===== src/rtl/trivium_byte_loader.sv =====
// Byte-command front end for the Trivium cipher: collects key/IV from the UART byte stream,
// kicks off cipher initialisation and forwards plaintext bytes through a one-byte valid/ready buffer.
module trivium_byte_loader #(
    parameter int unsigned KEY_BYTES = 10,
    parameter int unsigned IV_BYTES  = 10,
    parameter logic [7:0]  CMD_KEY   = 8'h4B,
    parameter logic [7:0]  CMD_DATA  = 8'h44
) (
    input  logic                   clk,
    input  logic                   rst_n,
    input  logic [7:0]             rx_data,
    input  logic                   rx_valid,
    output logic                   rx_enable,
    output logic [8*KEY_BYTES-1:0] key,
    output logic [8*IV_BYTES-1:0]  iv,
    output logic                   init_start,
    input  logic                   init_busy,
    output logic [7:0]             pt_data,
    output logic                   pt_valid,
    input  logic                   pt_ready,
    output logic                   key_loaded,
    output logic [1:0]             status
);

    localparam int unsigned   MAXB     = (KEY_BYTES > IV_BYTES) ? KEY_BYTES : IV_BYTES;
    localparam int unsigned   CW       = $clog2(MAXB + 1);
    localparam logic [CW-1:0] KEY_LAST = CW'(KEY_BYTES - 1);
    localparam logic [CW-1:0] IV_LAST  = CW'(IV_BYTES - 1);

    typedef enum logic [2:0] {
        S_IDLE,
        S_KEY,
        S_IV,
        S_INIT,
        S_LEN,
        S_DATA
    } state_t;

    state_t          state;
    state_t          state_nxt;
    logic [CW-1:0]   byte_cnt;
    logic [7:0]      cnt;
    logic [1:0]      init_cnt;
    logic            accept;
    logic            overrun;

    assign accept = pt_valid && pt_ready;

    always_ff @(posedge clk or negedge rst_n) begin
        if (!rst_n) begin
            state <= S_IDLE;
        end else begin
            state <= state_nxt;
        end
    end

    always_comb begin
        state_nxt = state;
        rx_enable = 1'b1;
        overrun   = 1'b0;
        case (state)
            S_IDLE: begin
                if (rx_valid) begin
                    if (rx_data == CMD_KEY) begin
                        state_nxt = S_KEY;
                    end else if (rx_data == CMD_DATA && key_loaded) begin
                        state_nxt = S_LEN;
                    end
                end
            end
            S_KEY: begin
                if (rx_valid && byte_cnt == KEY_LAST) begin
                    state_nxt = S_IV;
                end
            end
            S_IV: begin
                if (rx_valid && byte_cnt == IV_LAST) begin
                    state_nxt = S_INIT;
                end
            end
            S_INIT: begin
                rx_enable = 1'b0;
                overrun   = rx_valid;
                // init_busy is only trusted once the cipher has had two cycles to raise it
                if (init_cnt == 2'd2 && !init_busy) begin
                    state_nxt = S_IDLE;
                end
            end
            S_LEN: begin
                if (rx_valid) begin
                    state_nxt = (rx_data == 8'd0) ? S_IDLE : S_DATA;
                end
            end
            S_DATA: begin
                rx_enable = !pt_valid;
                overrun   = rx_valid && pt_valid && !pt_ready;
                if (accept && cnt == 8'd1) begin
                    state_nxt = S_IDLE;
                end
            end
            default: state_nxt = S_IDLE;
        endcase
    end

    always_ff @(posedge clk or negedge rst_n) begin
        if (!rst_n) begin
            key        <= '0;
            iv         <= '0;
            byte_cnt   <= '0;
            cnt        <= '0;
            init_cnt   <= '0;
            init_start <= 1'b0;
            pt_data    <= '0;
            pt_valid   <= 1'b0;
            key_loaded <= 1'b0;
            status     <= '0;
        end else begin
            init_start <= 1'b0;
            if (overrun) begin
                status[0] <= 1'b1;
            end
            case (state)
                S_IDLE: begin
                    if (rx_valid) begin
                        if (rx_data == CMD_KEY) begin
                            key_loaded <= 1'b0;
                            status[0]  <= 1'b0;
                            byte_cnt   <= '0;
                        end else if (rx_data == CMD_DATA && !key_loaded) begin
                            status[1] <= 1'b1;
                        end
                    end
                end
                S_KEY: begin
                    if (rx_valid) begin
                        key      <= {key[8*KEY_BYTES-9:0], rx_data};
                        byte_cnt <= (byte_cnt == KEY_LAST) ? '0 : byte_cnt + 1'b1;
                    end
                end
                S_IV: begin
                    if (rx_valid) begin
                        iv <= {iv[8*IV_BYTES-9:0], rx_data};
                        if (byte_cnt == IV_LAST) begin
                            byte_cnt   <= '0;
                            init_cnt   <= '0;
                            init_start <= 1'b1;
                        end else begin
                            byte_cnt <= byte_cnt + 1'b1;
                        end
                    end
                end
                S_INIT: begin
                    if (init_cnt != 2'd2) begin
                        init_cnt <= init_cnt + 2'd1;
                    end else if (!init_busy) begin
                        key_loaded <= 1'b1;
                    end
                end
                S_LEN: begin
                    if (rx_valid) begin
                        cnt <= rx_data;
                    end
                end
                S_DATA: begin
                    if (accept) begin
                        cnt <= cnt - 8'd1;
                        // a byte arriving with the handshake refills the buffer directly
                        if (rx_valid && cnt != 8'd1) begin
                            pt_data <= rx_data;
                        end else begin
                            pt_valid <= 1'b0;
                        end
                    end else if (rx_valid && !pt_valid) begin
                        pt_data  <= rx_data;
                        pt_valid <= 1'b1;
                    end
                end
                default: ;
            endcase
        end
    end

endmodule

===== config.mk =====
export PLATFORM = sky130hd
export DESIGN_NAME = trivium_byte_loader
export DESIGN_NICKNAME = d
export VERILOG_FILES = /design/src/rtl/trivium_byte_loader.sv
export SDC_FILE = /design/constraint.sdc
export NUM_CORES = 1
export LEC_CHECK = 0
export ABC_AREA = 0
export CAP_MARGIN = 20
export CORE_MARGIN = 2
export CORE_UTILIZATION = 45
export DETAILED_ROUTE_END_ITERATION = 7
export GPL_ROUTABILITY_DRIVEN = 0
export GPL_TIMING_DRIVEN = 1
export PLACE_DENSITY = 0.77
export SYNTH_ARGS = -nofsm -noshare
export SYNTH_HDL_FRONTEND = slang
export SYNTH_SLANG_ARGS = --single-unit

===== constraint.sdc =====
create_clock -name clk -period 1.7 [get_ports clk]
set_input_delay 0.255 -clock clk [delete_from_list [all_inputs] [get_ports clk]]
set_output_delay 0.255 -clock clk [all_outputs]
set_load 0.01 [all_outputs]

* Word-level counts from Yosys, hierarchy flattened
Cells that the tools add are included.
** Word-level totals
- RAM bits :: 0
- Register bits :: 190
- Latch bits :: 0
- Input port bits :: 13
- Output and inout bits :: 174
- ROM bits :: 0
- Word-level logic and storage cells :: 119
- Memories kept :: 0
** Operators by class
- Reductions and logical operators :: 32
- Mux-type cells :: 42
- Add/subtract/negate cells :: 3
- Magnitude comparators :: 0
- Shift-type cells :: 0
- Div/mod/pow operators :: 0
- Multipliers :: 0
- Bitwise logic cells :: 1
- Equality and inequality tests :: 29
** Operator list (count)
- 8-bit 2-to-1 mux :: 5
- 2-bit != test, second input constant :: 15
- 3-bit 2-to-1 mux :: 9
- 3-bit case mux with 6 select lines :: 1
- 8-bit by 7-bit == test with 1-bit output, second input constant :: 2
- 4-bit 2-to-1 mux :: 4
- 8-bit case mux with 2 select lines :: 1
- 1-bit 2-to-1 mux :: 14
- 4-bit AND reduction :: 3
- 1-bit logical AND :: 10
- 2-bit nonzero test :: 5
- 3-bit AND reduction :: 3
- 8-bit by 1-bit == test with 1-bit output, second input constant :: 1
- 8-bit logical NOT :: 1
- 8-bit by 1-bit != test with 1-bit output, second input constant :: 1
- 4-bit case mux with 2 select lines :: 1
- 8-bit by 1-bit subtractor with 8-bit output, second input constant :: 1
- 7-bit AND reduction :: 1
- 3-bit by 2-bit == test with 1-bit output, second input constant :: 2
- 3-bit == test, second input constant :: 2
- 2-bit 2-to-1 mux :: 3
- 1-bit case mux with 2 select lines :: 3
- 5-bit AND reduction :: 1
- 4-bit by 1-bit adder with 4-bit output, second input constant :: 1
- other kinds (12) :: 17

* Longest topological paths before layout
- Depth after elaboration :: 7
- Mapped depth :: 7
- Mapped depth without buffers :: 7

* Worst setup path before layout
Ideal clock, no wire load.
- Kind :: register to register
- From :: reg cnt[0]
- To :: reg pt_data[0]
- Period minus slack after synthesis :: 1.751 ns
- Data arrival time :: 1.623 ns
- Stages on the path, launching flop included :: 7
- Path buffers :: 0
- Data required time :: 1.572 ns
- Setup slack :: -0.051 ns
- Setup time :: 0.128 ns
- Cells stage by stage :: dfrtp_1 -> ha_1 -> and4b_1 -> a31oi_1 -> nand2_1 -> a21oi_4 -> mux2_1
** Between the ends
- Word-level cells in the longest chain between the ends :: 4
** RTL lines
- start: declaration :: line 42 : logic [7:0] cnt;
- start signal: assignment :: line 161 : cnt <= rx_data;
- start signal: assignment :: line 166 : cnt <= cnt - 8'd1;
- 8-bit by 1-bit != test with 1-bit output :: line 168 : if (rx_valid && cnt != 8'd1) begin
- 1-bit logical AND :: line 168
- 2-bit by 1-bit != test with 1-bit output (no line)
- 3-bit AND reduction (no line)
- end signal: assignment :: line 169 : pt_data <= rx_data;
- end signal: assignment :: line 174 : pt_data <= rx_data;
- end: declaration :: line 18 : output logic [7:0] pt_data,
Every way passes these cells.
A chain may end at the register's enable or synchronous reset.

* Worst setup path in the final report
- From :: reg state[1]
- To :: reg key[67]
** Between the ends
- Word-level cells in the longest chain between the ends :: 2
** RTL lines
- start: declaration :: line 39 : state_t state;
- start signal: assignment :: line 53 : state <= state_nxt;
- 3-bit by 1-bit == test with 1-bit output :: line 122 : case (state)
- 2-bit AND reduction (no line)
- end signal: assignment :: line 136 : key <= {key[8*KEY_BYTES-9:0], rx_data};
- end: declaration :: line 14 : output logic [8*KEY_BYTES-1:0] key,
Every way passes these cells.

==> results.py <==
metrics = {
    "run_status": {
        "outcome": "finished, violations left",
        "violations": "negative setup slack",
    },
    "synthesis": {
        "synth_top_family_by_area": "simple AND/OR/NAND/NOR gates",
        "synth.area.mux_share_pct": 13.4,
        "synth.area.top_cells": "dfrtp_1 (62%), nand2_1 (13%), mux2_2 (12%)",
        "yosysWarnings": 0,
        "yosys.area_share.simple_pct": 16.9,
        "yosysMostFrequentCell": "nand2_1",
        "synth_compound_area_share_pct": 4.25,
        "synth-adder-area-share_pct": 0.815,
        "synth_common_cells": "nand2_1 (256), dfrtp_1 (190), mux2_2 (80), nor2_1 (23), clkbuf_1 (18)",
        "syn_area_sq_um": 7680,
        "synthFlopType": "dfrtp_1",
        "synth_top_cell_by_area": "dfrtp_1",
        "ys_ff_latch": 190,
        "yosys.area.top_type_share_pct": 61.9,
        "synthCells": 690,
        "yosysSeqAreaShare_pct": 61.9,
        "async_flop_share_pct": 100,
        "syn_area_per_cell_sq_um": 11.1,
        "syn-num-nets": 708,
        "synth_edf_count": 0,
        "synth_xor_xnor_area_share_pct": 0.114,
        "ys_types": 46,
    },
    "cells_and_area": {
        "nFillCells": 1209,
        "drive_gt1_share_pct": 24.4,
        "fin_util_pct": 69.9,
        "areaGrowthSynthToFinish_pct": 51.4,
        "diodes": 0,
        "nNetsFinal": 968,
        "final_area_sq_um": 11600,
    },
    "sta": {
        "timing.final.hold_violations": 0,
        "fin_crit_ns": 1.85,
        "hold_slack_ns": 0.379,
        "worst_pin_slew_ns": 0.478,
        "tns_ns": -5.60,
        "final.setup.worst_slack_ns": -0.155,
        "setup_viol": 87,
        "fin_crit_sh_pct": 109,
        "max_freq_mhz": 539,
        "grt_setup_unrepaired": "true",
        "slew_headroom_pct": 68.1,
        "drv_slew": 0,
        "finalClockSkew_ns": 0.0126,
    },
    "global_routing": {
        "grt-ovfl-total": 0,
        "grt_pass1_vias": 6005,
        "antenna_found_initial": 0,
        "grt_pass1_wl_um": 31800,
        "track_usage_pct": 22.4,
        "grt_max_degree": 55,
    },
    "clock_network": {
        "ctsLongestPathBuffers": 2,
        "numCtsBuffers": 17,
        "clock_latency_ns": 0.43,
        "path_clk_slew_ns": 0.07,
        "htreeDepth": 4,
        "cts.sinks": 190,
        "tritoncts": "built",
        "root_buffer": "clkbuf_16",
    },
    "worst_setup_path": {
        "endpoint_kind": "register",
        "path_max_fanout": 12,
        "required_ns": 2.00,
        "critPathKind": "register to register",
        "r2r-start": "state[1]$_DFFE_PN0P_",
        "cp-start-kind": "register",
        "cp-startpoint": "state[1]$_DFFE_PN0P_",
        "cp.arrival_ns": 2.16,
    },
    "route": {
        "num_vias": 6082,
        "vias_per_cell": 5.15,
        "drt_wl_total_um": 20800,
        "wl_per_cell_um": 17.6,
        "drc": 0,
        "drt_pass1_iterations": 5,
        "ant_nets": 0,
        "drt_iter0_drc": 329,
    },
    "die": {
        "io_pins": 187,
        "start_util_pct": 46.1,
        "fp.dieH_um": 135,
        "coreArea_sq_um": 16600,
        "num_rows": 47,
        "die-area_sq_um": 18100,
        "die_w_um": 135,
    },
    "pwr": {
        "p_seq_share_pct": 37.5,
        "pwr-share-clk_pct": 18.2,
        "p_per_area_nw_per_um2": 1740,
        "p_int_mw": 13.3,
        "p_total_mw": 20.2,
        "power_frac_comb_pct": 44.3,
        "p_leak_nw": 5.61,
        "netSwitchingPower_mw": 6.85,
        "netSwitchingFraction_pct": 33.9,
        "ir_drop_mv": 0.921,
    },
    "hold_path": {
        "hold_class": "input port to async pin",
    },
    "job": {
        "maxCapViolCount": 0,
    },
    "placed_design": {
        "port_buffers": 186,
        "hpwl_um": 13500,
        "post_dp_cell_area_sq_um": 10400,
    },
}
-- worst max-delay path, stage by stage, from the launching register on --
cell	delay, ns
dfrtp_1	0.41
buf_6	0.13
nand2b_4	0.14
nor3b_4	0.21
buf_6	0.17
buf_12	0.14
clkbuf_16	0.18
mux2_2	0.35
-- final timing paths --
path | end | slack [ns] | cells after the start
worst min register to register | iv[77]$_DFFE_PN0P_ | 0.48 | 2
min in group clk | iv[77]$_DFFE_PN0P_ | 0.48 | 2
max in group asynchronous | iv[69]$_DFFE_PN0P_ | 0.75 | 3
worst max-delay path | key[67]$_DFFE_PN0P_ | -0.15 | 7
worst max register to register | key[67]$_DFFE_PN0P_ | -0.15 | 7
worst min-delay path | key[54]$_DFFE_PN0P_ | 0.38 | 2
-- logic make-up after synthesis --
group | Yosys count
buffers and inverters | 41
adder cells (fa/ha/maj) | 5
AO/OA/AOI/OAI | 46
multiplexers | 91
AND/OR/NAND/NOR | 316
XOR/XNOR | 1
flip-flops | 190
-- layout by cell type, fill, tap and decap left out, types with 2 or more instances in the layout --
cell type	instances
buf_16	3
mux2_4	80
buf_6	7
nor2b_2	3
o21ai_1	3
buf_8	3
o21ai_2	2
nand3b_1	3
clkbuf_16	21
clkinvlp_4	4
nand4_1	3
nor2_1	23
o221ai_1	2
dfrtp_2	2
clkdlybuf4s50_1	178
nor3_1	4
mux2_2	10
nand2_1	254
clkinv_4	2
o22a_1	6
ha_1	3
and2_2	2
inv_1	5
nand4b_1	4
nand3_1	5
a21oi_1	9
o31ai_1	2
o21ai_0	6
clkbuf_8	4
nand2_2	2
nor3_2	2
buf_4	57
clkbuf_1	4
dfrtp_1	188
dlymetal6s2s_1	5
a31oi_1	4
buf_12	15
-- routing by layer --
layer / wire length (um) / part of all wire, % / track usage [%]
met1: 9020 / 43 / 29.8
met4: 549 / 2.6 / 8.36
met5: 0 / 0 / 0
met2: 10400 / 50 / 36.6
met3: 828 / 4.0 / 4.47
-- power groups by stage --
stage | logic (mW) | clock network (mW) | registers (mW)
after floorplan | 2.83 | 0 | 7.95
final | 8.95 | 3.67 | 7.57
after detailed placement | 8.00 | 0 | 7.52
after CTS | 8.51 | 3.72 | 7.50
after global placement | 7.82 | 0 | 7.46
after global routing | 9.59 | 3.97 | 7.79
-- metrics by stage --
step           worst slack, ns  instances
2_1_floorplan          -0.0180        690
3_3_place_gp            -0.391       1133
3_5_place_dp            -0.392       1133
4_1_cts                -0.0988       1176
5_1_grt                 -0.205       1182
6_report                -0.155       1182
-- area by class of cell --
cell class,count,area [sq um],area share [%]
repair buffers,276,2920,25.1
inverters,6,22.5,0.194
well taps,220,275,2.37
clock buffers,24,482,4.14
multi-input cells,459,3120,26.8
clock inverters,7,56.3,0.484
flip-flops and latches,190,4760,40.9
-- registers in the layout, indices dropped and copies added (netlist names) --
name        count
byte_cnt        4
cnt             8
state           3
key            80
pt_data         8
pt_valid        1
iv             80
key_loaded      1
status          2
init_start      1
init_cnt        2
-- timing repair --
item	4_1_cts	5_1_grt
pin swaps	1	3
setup endpoints to repair	76	125
hold buffers	1	0
gates cloned	2	4
hold endpoints to repair	49	0
gates resized for setup	57	73
buffers inserted	9	4
No activity file was read; power rests on OpenSTA's default activity.
